`config.mk`:
```
export PLATFORM = sky130hd
export DESIGN_NAME = vram_arbiter
export DESIGN_NICKNAME = d
export VERILOG_FILES = /design/src/rtl/vram_arbiter.sv
export SDC_FILE = /design/constraint.sdc
export NUM_CORES = 1
export LEC_CHECK = 0
export CORE_MARGIN = 5
export CORE_UTILIZATION = 30
export CTS_CLUSTER_DIAMETER = 200
export DETAILED_ROUTE_END_ITERATION = 16
export DONT_BUFFER_PORTS = 1
export GPL_TIMING_DRIVEN = 0
export PLACE_DENSITY = 0.41
export SYNTH_ARGS = -nofsm -noshare
export SYNTH_HDL_FRONTEND = slang
export SYNTH_SLANG_ARGS = --single-unit
```
`constraint.sdc`:
```
create_clock -name i_clk -period 4.23 [get_ports i_clk]
set_clock_uncertainty 0.15 [all_clocks]
set_input_delay 0.6345 -clock i_clk [delete_from_list [all_inputs] [get_ports i_clk]]
set_output_delay 0.6345 -clock i_clk [all_outputs]
set_load 0.01 [all_outputs]
```
`src/rtl/vram_arbiter.sv`:
```
// Shares a single-port frame-buffer RAM between scanout (top priority) and a pixel writer.
// Optional macro VRAM_ARB_HBLANK_EN also opens the write window during horizontal blanking.
module vram_arbiter #(
  parameter int AV_X   = 640,
  parameter int AV_Y   = 480,
  parameter int ADDR_W = 19,
  parameter int DATA_W = 8
) (
  input  logic              i_clk,
  input  logic              i_reset,
  input  logic [9:0]        i_x,
  input  logic [9:0]        i_y,
  input  logic              i_wr_req,
  input  logic [ADDR_W-1:0] i_wr_addr,
  input  logic [DATA_W-1:0] i_wr_data,
  output logic              o_wr_ack,
  output logic [ADDR_W-1:0] o_mem_addr,
  output logic              o_mem_we,
  output logic [DATA_W-1:0] o_mem_wdata,
  input  logic [DATA_W-1:0] i_mem_rdata,
  output logic [DATA_W-1:0] o_pix_data,
  output logic              o_pix_valid,
  output logic              o_in_vblank,
  output logic [15:0]       o_stall_cnt
);

  localparam logic [1:0] ST_SCAN   = 2'd0;
  localparam logic [1:0] ST_HBLANK = 2'd1;
  localparam logic [1:0] ST_VBLANK = 2'd2;

  localparam logic [9:0] LP_AV_X = 10'(AV_X);
  localparam logic [9:0] LP_AV_Y = 10'(AV_Y);

  logic              w_win;
  logic              w_hblank;
  logic              w_vblank;
  logic              w_frameStart;
  logic              w_writeWindow;
  logic              w_scanGrant;
  logic              w_writeGrant;
  logic [ADDR_W-1:0] w_scanAddr;
  logic [1:0]        w_nextState;

  logic [1:0]        r_state;
  logic [ADDR_W-1:0] r_scanAddr;
  logic [ADDR_W-1:0] r_memAddr;
  logic              r_memWe;
  logic [DATA_W-1:0] r_memWdata;
  logic              r_pixValid1;
  logic              r_pixValid2;
  logic [15:0]       r_stallCnt;

  assign w_win        = (i_x < LP_AV_X) && (i_y < LP_AV_Y);
  assign w_hblank     = (i_y < LP_AV_Y) && (i_x >= LP_AV_X);
  assign w_vblank     = (i_y >= LP_AV_Y);
  assign w_frameStart = (i_x == 10'd0) && (i_y == 10'd0);

`ifdef VRAM_ARB_HBLANK_EN
  assign w_writeWindow = w_hblank || w_vblank;
`else
  assign w_writeWindow = w_vblank;
`endif

  // Write window is decoded from the live x/y so a writer is served on the first blank cycle.
  assign w_scanGrant  = w_win;
  assign w_writeGrant = !w_win && w_writeWindow && i_wr_req;
  assign o_wr_ack     = w_writeGrant && !i_reset;

  assign w_scanAddr = (w_win && w_frameStart) ? '0 : r_scanAddr;

  always_comb begin
    w_nextState = ST_SCAN;
    if (w_vblank)
      w_nextState = ST_VBLANK;
    else if (w_hblank)
      w_nextState = ST_HBLANK;
  end

  always_ff @(posedge i_clk) begin
    if (i_reset) begin
      r_state    <= ST_SCAN;
      r_scanAddr <= '0;
    end else begin
      r_state <= w_nextState;
      if (w_scanGrant)
        r_scanAddr <= w_scanAddr + ADDR_W'(1);
    end
  end

  // Address and write data hold when idle so the RAM sees no spurious transitions.
  always_ff @(posedge i_clk) begin
    if (i_reset) begin
      r_memAddr  <= '0;
      r_memWe    <= 1'b0;
      r_memWdata <= '0;
    end else if (w_scanGrant) begin
      r_memAddr <= w_scanAddr;
      r_memWe   <= 1'b0;
    end else if (w_writeGrant) begin
      r_memAddr  <= i_wr_addr;
      r_memWdata <= i_wr_data;
      r_memWe    <= 1'b1;
    end else begin
      r_memWe <= 1'b0;
    end
  end

  always_ff @(posedge i_clk) begin
    if (i_reset) begin
      r_pixValid1 <= 1'b0;
      r_pixValid2 <= 1'b0;
    end else begin
      r_pixValid1 <= w_scanGrant;
      r_pixValid2 <= r_pixValid1;
    end
  end

  // Frame-start clear takes precedence over a stall in the same cycle.
  always_ff @(posedge i_clk) begin
    if (i_reset)
      r_stallCnt <= '0;
    else if (w_frameStart)
      r_stallCnt <= '0;
    else if (i_wr_req && !w_writeGrant && (r_stallCnt != 16'hFFFF))
      r_stallCnt <= r_stallCnt + 16'd1;
  end

  assign o_mem_addr  = r_memAddr;
  assign o_mem_we    = r_memWe;
  assign o_mem_wdata = r_memWdata;
  assign o_pix_data  = i_mem_rdata;
  assign o_pix_valid = r_pixValid2;
  assign o_in_vblank = (r_state == ST_VBLANK);
  assign o_stall_cnt = r_stallCnt;

endmodule
```
==> results.toml <==
[run_status]
status = "complete, no violations"

[worst_setup_path]
path_cells = "clkbuf_1, clkbuf_1, nor2_1"
critPathBufInv = 2
path_class = "primary input to output port"
end_kind = "output port"
critPathMaxStageDelay_ns = 0.44
critPathSlowestCell = "clkbuf_1"
critPathArrivalTime_ns = 1.62
required_ns = 3.45
cp_max_fo = 10
cp_common_cell = "clkbuf_1"
critPathTopFamily = "buffers and inverters"
startpoint_type = "primary input"

[layout]
fin_nets = 392
final_common_cell = "dfxtp_1"
fin_cells = 469
multi_input_area_um2 = 1434
final_cell_mix = "67 x dfxtp_1, 58 x nor2_1, 32 x nand2_1"
drive_gt1_frac = 0.1339
diodes = 0
final_util = 0.3443
layout.area.seq_um2 = 1341
fill_cells = 1046
syn_to_final_growth_pct = 13.21

[yosys]
synth_seq_area_share = 0.4554
synth_area_per_cell_um2 = 9.175
synth_cell_types = 45
ys_seq_elements = 67
yosysWarnings = 0
yosysTopAreaCell = "dfxtp_1"
synth_cells = 321
synth_nets = 381
synthesis.area_um2 = 2945
synth_top_cell_area_share = 0.4554
synth_area_leaders = "dfxtp_1 46%, nor2_1 7.4%, a222oi_1 6.1%"

[sta]
fin_crit_ns = 2.401
max_freq_ghz = 0.4165
rsz0062_at_grt = "no"
period_share = 0.5676
drv_slew = 0
fin_ws_ns = 1.829
fin_tns_setup_ns = 0
finalSetupViolCount = 0
worst_slew_pin_slew_ns = 0.7370
slew-limit-headroom = 0.5041
finalHoldViolations = 0

[power_and_ir_drop]
ir_drop_mv = 0.1780
leakagePower_nw = 1.153
p_seq_frac = 0.488
intPower_mw = 1.032
p_per_area_nw_per_um2 = 409.7
p_clk_frac = 0.446
comb_power_share = 0.066
p_switching_uw = 333.8
switching_share = 0.2444

[grt]
grt.total_usage = 0.1343
grt_pass1_vias = 2265
grt_max_degree = 13
antenna_found_initial = 0
grt_pass1_wl_um = 12100
grt_overflow = 0

[clock_tree]
htree_levels = 3
holdBufCountCts = 0
clock_sinks = 67
cts_root_buffer = "clkbuf_8"
postCtsSetupRepairBufs = 0
cts_resized = 0
cts_buffers = 9
cts.path.max_buffers = 2
cts_tree = "built"
path_clk_slew_ns = 0.08
clk_latency_ns = 0.34

[floorplan]
std_cell_rows = 36
design.core.area_um2 = 9684
initial_core_util = 0.3041
die-area_um2 = 11900
die_w_um = 109.1
die_y_um = 109.1
pin_count = 113

[routing]
drt_iter0_drc = 227
drc = 0
wire_per_inst_um = 17.16
wl_um = 8046
vias_per_cell = 5.124
via_count = 2403
ant_nets = 0
drtPass1Iterations = 5

[placed_design]
pre_cts_ws_ns = 1.520
numPortBuffers = 0
hpwl_um = 5956
placedCellCount = 454
gp_congestion = 0.7356

[job]
cap_violations = 0

[hold_path]
hold_class = "primary input to flip-flop"
worst paths after layout:
path              slack [ns]                           to  cells past startpoint                         from
hold reg to reg         0.30       o_pix_valid$_SDFF_PP0_                      1       r_pixValid1$_SDFF_PP0_
setup / recovery        1.83                     o_wr_ack                      3                      i_reset
hold / removal          0.27  o_mem_wdata[1]$_SDFFE_PP0P_                      2                 i_wr_data[1]
setup reg to reg        2.01  o_stall_cnt[6]$_SDFFE_PP0P_                      5  o_stall_cnt[3]$_SDFFE_PP0P_
cell families after synthesis:
logic type,synth area share
AO/OA/AOI/OAI,0.1262
XOR/XNOR,0.08326
adder cells (fa/ha/maj),0.008495
buffers and inverters,0.05777
flip-flops,0.4554
multiplexers,0.006797
AND/OR/NAND/NOR,0.2621
routing by layer:
metal / routed length (µm) / share of wire / global-route usage / vias up
li1: - / - / - / 1181
met1: 3710 / 0.46 / 0.1800 / 1133
met2: 3571 / 0.44 / 0.2018 / 87
met3: 726 / 0.090 / 0.04263 / 2
met4: 37 / 0.0046 / 0.04869 / 0
met5: 0 / 0 / 0 / -
synthesized netlist by cell type (all sizes together):
master   instances
dfxtp           67
nor2            61
nand2           32
a222oi          18
buf             18
nand3           14
xnor2           14
xor2            14
a21oi           13
nand4           10
nor3            10
nor4             6
a211oi           4
and3             4
clkbuf           4
nor2b            4
and2             3
and4             2
and4bb           2
ha               2
inv              2
mux2i            2
or2              2
or4              2
a2111oi          1
a21boi           1
a22oi            1
a31oi            1
a41o             1
a41oi            1
nand3b           1
o2111a           1
o21a             1
o21ai            1
o22ai            1
flip-flops by register name, indices dropped and copies added, names as in the netlist:
signal       count
r_pixValid1      1
o_pix_valid      1
o_mem_wdata      8
r_state          2
o_stall_cnt     16
o_mem_we         1
r_scanAddr      19
o_mem_addr      19
power groups by stage:
stage	combinational, mW	sequential [mW]	clock [mW]
floorplan	0.0719	0.677	0
global placement	0.0920	0.681	0
detailed placement	0.0930	0.681	0
CTS	0.0932	0.666	0.637
global route	0.102	0.668	0.665
finish	0.0907	0.666	0.609
cell type report:
class | count | area share
flip-flops and latches | 67 | 0.4023
clock buffers | 10 | 0.04128
well taps | 133 | 0.04991
plain buffers | 22 | 0.04878
inverters | 2 | 0.002251
clock inverters | 5 | 0.02552
multi-input cells | 230 | 0.4300
stage by stage:
step / hold slack (ns) / power [mW] / area [µm²]
after floorplan: 0.2638 / 0.7487 / 2945
after global placement: 0.2744 / 0.7729 / 3112
after detailed placement: 0.2886 / 0.7744 / 3112
after CTS: 0.2463 / 1.396 / 3334
after global routing: 0.2433 / 1.435 / 3334
final: 0.2722 / 1.366 / 3334
(Power assumes the default switching activity.)
